File: src/rtl/shutdown_sequencer.sv
// -----------------------------------------------------------------------------
// shutdown_sequencer
//
// Power-rail sequencer for the shutdown controller. Brings NUM_RAILS supply
// enables up in ascending order and down in descending order. Each step waits
// for the matching power-good input, bounded by a timeout, and then holds for a
// fixed settle delay. An orderly shutdown request or a watchdog timeout starts
// power-down. A power-good timeout, or loss of power-good while ON, latches a
// fault that drops every rail at once and only clears on reset.
//
// Optional feature (compile-time macro SHUTDOWN_SEQ_WDT_KICK_EN):
//   defined     - while ON, wdt_kick pulses for one cycle every KICK_CYC cycles
//   not defined - wdt_kick is tied low and no kick counter is built
//
// Ports:
//   clk          in   system clock
//   rst_n        in   asynchronous active-low reset
//   power_on     in   rising edge requests power-up
//   shutdown_req in   rising edge requests orderly power-down
//   wdt_timeout  in   level; high forces power-down
//   pg           in   per-rail power-good, synchronous to clk
//   rail_en      out  per-rail enable, registered
//   state        out  OFF=0, PWR_UP=1, ON=2, PWR_DN=3, FAULT=4
//   busy         out  high in PWR_UP or PWR_DN
//   done         out  one-cycle pulse on entry to ON or to OFF
//   fault        out  high in FAULT
//   wdt_kick     out  watchdog kick pulse (see macro above)
// -----------------------------------------------------------------------------
module shutdown_sequencer #(
    parameter int unsigned CLK_HZ        = 24000000,
    parameter int unsigned NUM_RAILS     = 4,
    parameter int unsigned STEP_US       = 1000,
    parameter int unsigned PG_TIMEOUT_US = 5000,
    parameter int unsigned KICK_MS       = 100
) (
    input  logic                 clk,
    input  logic                 rst_n,
    input  logic                 power_on,
    input  logic                 shutdown_req,
    input  logic                 wdt_timeout,
    input  logic [NUM_RAILS-1:0] pg,
    output logic [NUM_RAILS-1:0] rail_en,
    output logic [2:0]           state,
    output logic                 busy,
    output logic                 done,
    output logic                 fault,
    output logic                 wdt_kick
);

    localparam logic [31:0] STEP_CYC = 32'((CLK_HZ / 1000000) * STEP_US);
    localparam logic [31:0] PG_CYC   = 32'((CLK_HZ / 1000000) * PG_TIMEOUT_US);
    localparam logic [31:0] KICK_CYC = 32'((CLK_HZ / 1000) * KICK_MS);
    localparam int unsigned IDX_W    = (NUM_RAILS > 1) ? $clog2(NUM_RAILS) : 1;
    localparam logic [IDX_W-1:0] LAST_IDX = IDX_W'(NUM_RAILS - 1);

    // Elaboration-time parameter sanity checks.
    if (NUM_RAILS < 1 || NUM_RAILS > 8) begin : g_bad_num_rails
        $error("shutdown_sequencer: NUM_RAILS must be in 1..8");
    end
    if (KICK_CYC == 32'd0) begin : g_bad_kick
        $error("shutdown_sequencer: KICK_MS must give a non-zero kick period");
    end

    typedef enum logic [2:0] {
        S_OFF    = 3'd0,
        S_PWR_UP = 3'd1,
        S_ON     = 3'd2,
        S_PWR_DN = 3'd3,
        S_FAULT  = 3'd4
    } state_t;

    state_t           st;
    logic [IDX_W-1:0] idx;
    logic [31:0]      cnt;
    logic             settling;

    // -------------------------------------------------------------------------
    // Edge detection. edge_arm stays low for the first cycle after reset so the
    // delay registers can capture the live input level: an input held high
    // through reset therefore never looks like a rising edge.
    // -------------------------------------------------------------------------
    logic edge_arm;
    logic power_on_d;
    logic shutdown_req_d;
    logic power_on_rise;
    logic shutdown_rise;

    always_ff @(posedge clk or negedge rst_n) begin
        if (!rst_n) begin
            edge_arm       <= 1'b0;
            power_on_d     <= 1'b0;
            shutdown_req_d <= 1'b0;
        end else begin
            edge_arm       <= 1'b1;
            power_on_d     <= power_on;
            shutdown_req_d <= shutdown_req;
        end
    end

    assign power_on_rise = edge_arm & power_on & ~power_on_d;
    assign shutdown_rise = edge_arm & shutdown_req & ~shutdown_req_d;

    // -------------------------------------------------------------------------
    // Step bookkeeping shared by PWR_UP and PWR_DN.
    // Each rail has two phases: waiting for pg to reach its target level
    // (settling=0, bounded by PG_CYC) and the settle hold (settling=1). The
    // cycle in which pg is first seen at target counts as the first settle
    // cycle, so a step completes exactly STEP_CYC cycles after pg arrives.
    // -------------------------------------------------------------------------
    logic             trigger;
    logic             pg_ok;
    logic [31:0]      cnt_inc;
    logic             step_done;
    logic             pg_timeout;
    logic [IDX_W-1:0] idx_up;
    logic [IDX_W-1:0] idx_dn;

    always_comb begin
        trigger    = shutdown_rise | wdt_timeout;
        pg_ok      = (st == S_PWR_DN) ? ~pg[idx] : pg[idx];
        cnt_inc    = cnt + 32'd1;
        step_done  = settling ? (cnt_inc >= STEP_CYC)
                              : (pg_ok && (STEP_CYC <= 32'd1));
        pg_timeout = !settling && !pg_ok && (cnt_inc >= PG_CYC);
        idx_up     = idx + 1'b1;
        idx_dn     = idx - 1'b1;
    end

    always_comb begin
        busy = (st == S_PWR_UP) || (st == S_PWR_DN);
    end

    assign state = st;

    // -------------------------------------------------------------------------
    // Sequencer
    // -------------------------------------------------------------------------
    always_ff @(posedge clk or negedge rst_n) begin
        if (!rst_n) begin
            st       <= S_OFF;
            rail_en  <= '0;
            idx      <= '0;
            cnt      <= '0;
            settling <= 1'b0;
            done     <= 1'b0;
            fault    <= 1'b0;
        end else begin
            done <= 1'b0;
            case (st)
                S_OFF: begin
                    if (power_on_rise && !trigger) begin
                        st       <= S_PWR_UP;
                        idx      <= '0;
                        rail_en  <= NUM_RAILS'(1);
                        cnt      <= '0;
                        settling <= 1'b0;
                    end
                end

                S_PWR_UP: begin
                    if (trigger) begin
                        // Abort: descend from the rail currently being raised.
                        // Its enable drops now so its pg can be waited low.
                        st           <= S_PWR_DN;
                        rail_en[idx] <= 1'b0;
                        cnt          <= '0;
                        settling     <= 1'b0;
                    end else if (pg_timeout) begin
                        st      <= S_FAULT;
                        rail_en <= '0;
                        fault   <= 1'b1;
                    end else if (step_done) begin
                        cnt      <= '0;
                        settling <= 1'b0;
                        if (idx == LAST_IDX) begin
                            st   <= S_ON;
                            done <= 1'b1;
                        end else begin
                            idx             <= idx_up;
                            rail_en[idx_up] <= 1'b1;
                        end
                    end else if (settling || !pg_ok) begin
                        cnt <= cnt_inc;
                    end else begin
                        settling <= 1'b1;
                        cnt      <= 32'd1;
                    end
                end

                S_ON: begin
                    // pg loss wins over a simultaneous shutdown trigger.
                    if (pg != '1) begin
                        st      <= S_FAULT;
                        rail_en <= '0;
                        fault   <= 1'b1;
                    end else if (trigger) begin
                        st                <= S_PWR_DN;
                        idx               <= LAST_IDX;
                        rail_en[LAST_IDX] <= 1'b0;
                        cnt               <= '0;
                        settling          <= 1'b0;
                    end
                end

                S_PWR_DN: begin
                    if (pg_timeout) begin
                        st      <= S_FAULT;
                        rail_en <= '0;
                        fault   <= 1'b1;
                    end else if (step_done) begin
                        cnt      <= '0;
                        settling <= 1'b0;
                        if (idx == '0) begin
                            st   <= S_OFF;
                            done <= 1'b1;
                        end else begin
                            idx             <= idx_dn;
                            rail_en[idx_dn] <= 1'b0;
                        end
                    end else if (settling || !pg_ok) begin
                        cnt <= cnt_inc;
                    end else begin
                        settling <= 1'b1;
                        cnt      <= 32'd1;
                    end
                end

                S_FAULT: begin
                    rail_en <= '0;
                    fault   <= 1'b1;
                end

                default: begin
                    st      <= S_FAULT;
                    rail_en <= '0;
                    fault   <= 1'b1;
                end
            endcase
        end
    end

    // -------------------------------------------------------------------------
    // Watchdog kick
    // -------------------------------------------------------------------------
`ifdef SHUTDOWN_SEQ_WDT_KICK_EN
    logic [31:0] kick_cnt;
    logic        stay_on;

    // Mirrors the ON exit conditions so no kick is issued on the cycle the
    // sequencer leaves ON.
    always_comb begin
        stay_on = (st == S_ON) && (pg == '1) && !trigger;
    end

    always_ff @(posedge clk or negedge rst_n) begin
        if (!rst_n) begin
            kick_cnt <= '0;
            wdt_kick <= 1'b0;
        end else begin
            wdt_kick <= 1'b0;
            if (stay_on) begin
                if (kick_cnt + 32'd1 >= KICK_CYC) begin
                    kick_cnt <= '0;
                    wdt_kick <= 1'b1;
                end else begin
                    kick_cnt <= kick_cnt + 32'd1;
                end
            end else begin
                kick_cnt <= '0;
            end
        end
    end
`else
    assign wdt_kick = 1'b0;
`endif

endmodule

File: config.mk
export PLATFORM = sky130hd
export DESIGN_NAME = shutdown_sequencer
export DESIGN_NICKNAME = d
export VERILOG_FILES = /design/src/rtl/shutdown_sequencer.sv
export SDC_FILE = /design/constraint.sdc
export NUM_CORES = 1
export LEC_CHECK = 0
export BUFFER_PORTS_ARGS = -buffer_cell sky130_fd_sc_hd__buf_4
export CAP_MARGIN = 25
export CORE_ASPECT_RATIO = 1.2
export CORE_MARGIN = 1.5
export CORE_UTILIZATION = 55
export CTS_BUF_LIST = sky130_fd_sc_hd__clkbuf_8
export DETAILED_ROUTE_END_ITERATION = 12
export GPL_TIMING_DRIVEN = 0
export PLACE_DENSITY = 0.73
export SYNTH_ARGS = -nofsm -noshare
export SYNTH_HDL_FRONTEND = slang
export SYNTH_SLANG_ARGS = --single-unit
File: constraint.sdc
create_clock -name clk -period 9 [get_ports clk]
set_clock_uncertainty 0.15 [all_clocks]
set_input_delay 0.45 -clock clk [delete_from_list [all_inputs] [get_ports clk]]
set_output_delay 0.45 -clock clk [all_outputs]
set_load 0.005 [all_outputs]
==> results.ini <==
[worst_setup_path]
cp-startpoint=cnt[0]
critical_path.max_fanout=8
cp-start-kind=flip-flop
reg2reg_slack_ps=4750
cp.arrival_ps=4290
worst_setup_path_end_kind=flip-flop
slowest_stage=nor4_2
cp_common_cell=a21oi_1
endpoint=cnt[5]
critPathMaxStageDelay_ps=720
reg2reg_depth=11
crit_cells=11
crit_path_cell_trace=ha_1 > nand4_1 > nor4_2 > nand3_1 > a21oi_1 > a21oi_1 > or4_4 > o21ai_4 > nor3b_4 > nand2_2 > o41ai_1
crit_type=reg -> reg
r2r-start=cnt[0]
critPathTopFamily=simple AND/OR/NAND/NOR gates
r2r_end=cnt[5]
path_buf_inv=0
crit_required_ps=9040

[grt]
grt_max_degree=48
antenna_found_initial=0
grt_pass1_wl_um=12800
grt_pass1_vias=2818
overflow=0
grt_use_total=0.253

[cts]
cts_tree=built
cts_resized=0
clk_path_buf_depth=2
cts_sinks=47
cts_hold_buf=0
htreeDepth=2
cts.clk_slew.worst_paths_ps=90
cts_buffers=5
clock-root-buffer=clkbuf_8
clock_latency_ps=310
cts_setup_buffers=0

[hold_path]
hold_path_class=in -> async

[sta]
setup_viol=0
fmax_mhz=235
final-hold-violation-count=21
tns_ps=0
drv_slew=0
whs_ps=-21.4
min_period_ps=4250
max_slew_margin=0.524
rsz0062_at_grt=no
finalCritPeriodShare=0.472
tightest_slew_ps=707

[place]
globalplace.congestion=0.950
place_area_mm2=0.00348
placedCellCount=475
place.port_buffers=18
dp.final_hpwl_um=5340

[synth]
synth_enable_flop_cells=0
synth_area_mm2=0.00325
yosysWarnings=0
synth_nets=391
synth-seq-cells=47
async_flop_share=1.00
ys_seq_area_frac=0.362
ys.flop_type=dfrtp_1
synth_cells=377
ys_types=72
syn-mean-instance-area_um2=8.61

[routing]
via_per_inst=6.14
antenna_left=0
drt_iter0_drc=227
wirelength_um=7360
vias=2968
wire_per_inst_um=15.2
drc=0
firstDrtPassIters=5

[die]
ios=20
core_mm2=0.00567
dieHeight_um=87.2
die_w_um=73.1
start_util=0.573
die_area_mm2=0.00638
rows=30

[cells_and_area]
area_growth_pct=11.0
stdcell_area_mm2=0.00360
drive_gt1_frac=0.136
finish.net_count=416
post-route-util=0.636
fin_cells=483
num_antenna_cells=0

[power_and_ir_drop]
powerDensity_mw_per_mm2=163
peakVddDrop_uv=114
p_leak_nw=1.48

[outcome]
status=finished with violations
violations=hold timing

[job]
maxCapViolCount=0

## layout by cell type (no fill, tap or decap), types with 9 or more instances in the layout
master   netlist  routed
o21ai_1       11      11
nor2_1        27      27
o21ai_0       11      11
a21oi_1       15      15
buf_4          3      21
dfrtp_1       47      47
nand2_1       42      42
a31oi_1        9       9
inv_1         15      15
and2_1        23      23
nand4_1        9       9
## kinds of logic (layout without fill, tap and decap cells)
family / after synthesis / after routing / synth area share
muxes: 9 / 9 / 0.0331
adders and majority gates: 5 / 5 / 0.0193
other: 2 / 2 / 0.00231
DFF: 47 / 47 / 0.362
and+or+nand+nor: 168 / 168 / 0.291
xor gates and xnor gates: 8 / 8 / 0.0216
AOI/OAI and AO/OA: 101 / 101 / 0.222
buffers and inverters: 37 / 63 / 0.0493
## routing by layer
metal	GRT usage	vias to the layer above	share of wire
met1	0.334	1439	0.45
met5	0	-	0
li1	-	1435	-
met3	0.0301	11	0.040
met2	0.417	83	0.50
met4	0.105	0	0.018
## cell usage after synthesis (6+ instances only)
master | n | share of area
a21oi_1 | 15 | 0.023
a31oi_1 | 9 | 0.017
and2_1 | 23 | 0.044
and3_1 | 8 | 0.015
buf_2 | 8 | 0.012
clkbuf_1 | 8 | 0.0092
dfrtp_1 | 47 | 0.36
inv_1 | 15 | 0.017
nand2_1 | 42 | 0.049
nand3_1 | 8 | 0.012
nand4_1 | 9 | 0.017
nor2_1 | 27 | 0.031
nor3_1 | 8 | 0.012
o21ai_0 | 11 | 0.017
o21ai_1 | 11 | 0.017
xnor2_1 | 6 | 0.016
## worst register-to-register path, stage by stage, from the launching register on
cell and delay, ps:
dfrtp_1 440, ha_1 320, nand4_1 340, nor4_2 720
nand3_1 200, a21oi_1 150, a21oi_1 60, or4_4 570
o21ai_4 220, nor3b_4 430, nand2_2 230, o41ai_1 300
## area by class of cell
| class | count | area (um2) |
|---|---|---|
| fill | 505 | 2060 |
| multi-input combinational | 293 | 1910 |
| sequential | 47 | 1180 |
| timing repair buffer | 18 | 135 |
| buffer | 22 | 104 |
| tap | 80 | 100 |
| clock buffer | 6 | 82.6 |
| inverter | 15 | 56.3 |
| clock inverter | 2 | 38.8 |
## power by group
| group | total [mW] | leakage [nW] | switching, mW | internal (mW) |
|---|---|---|---|---|
| combinational | 0.167 | 0.790 | 0.0986 | 0.0685 |
| sequential | 0.251 | 0.632 | 0.0221 | 0.229 |
| clock | 0.167 | 0.0618 | 0.0758 | 0.0915 |
| total | 0.586 | 1.48 | 0.197 | 0.389 |
## state kept, by name (all words and copies together), names as in the netlist
name and flops:
cnt 32, done 1, edge_arm 1, fault 1, idx 2, power_on_d 1, rail_en 4, settling 1
shutdown_req_d 1, state 3
## through the flow
step	worst slack [ps]	power, mW
2_1_floorplan	5510	0.370
3_3_place_gp	4870	0.418
3_5_place_dp	4830	0.422
4_1_cts	4780	0.592
5_1_grt	4410	0.623
6_report	4750	0.586
## how the worst min path moves through the flow
| stage | start | to | slack (ps) | cells after the start |
|---|---|---|---|---|
| finish | rst_n | cnt[4] | -20 | 1 |
| global route | rst_n | cnt[7] | 50 | 1 |
| CTS | rst_n | rail_en[2] | 10 | 1 |
| detailed placement | fault | fault | 310 | 1 |
| global placement | fault | fault | 310 | 1 |
| floorplan | rst_n | cnt[0] | 4 | 0 |
Power figures use the tool's default switching activity.
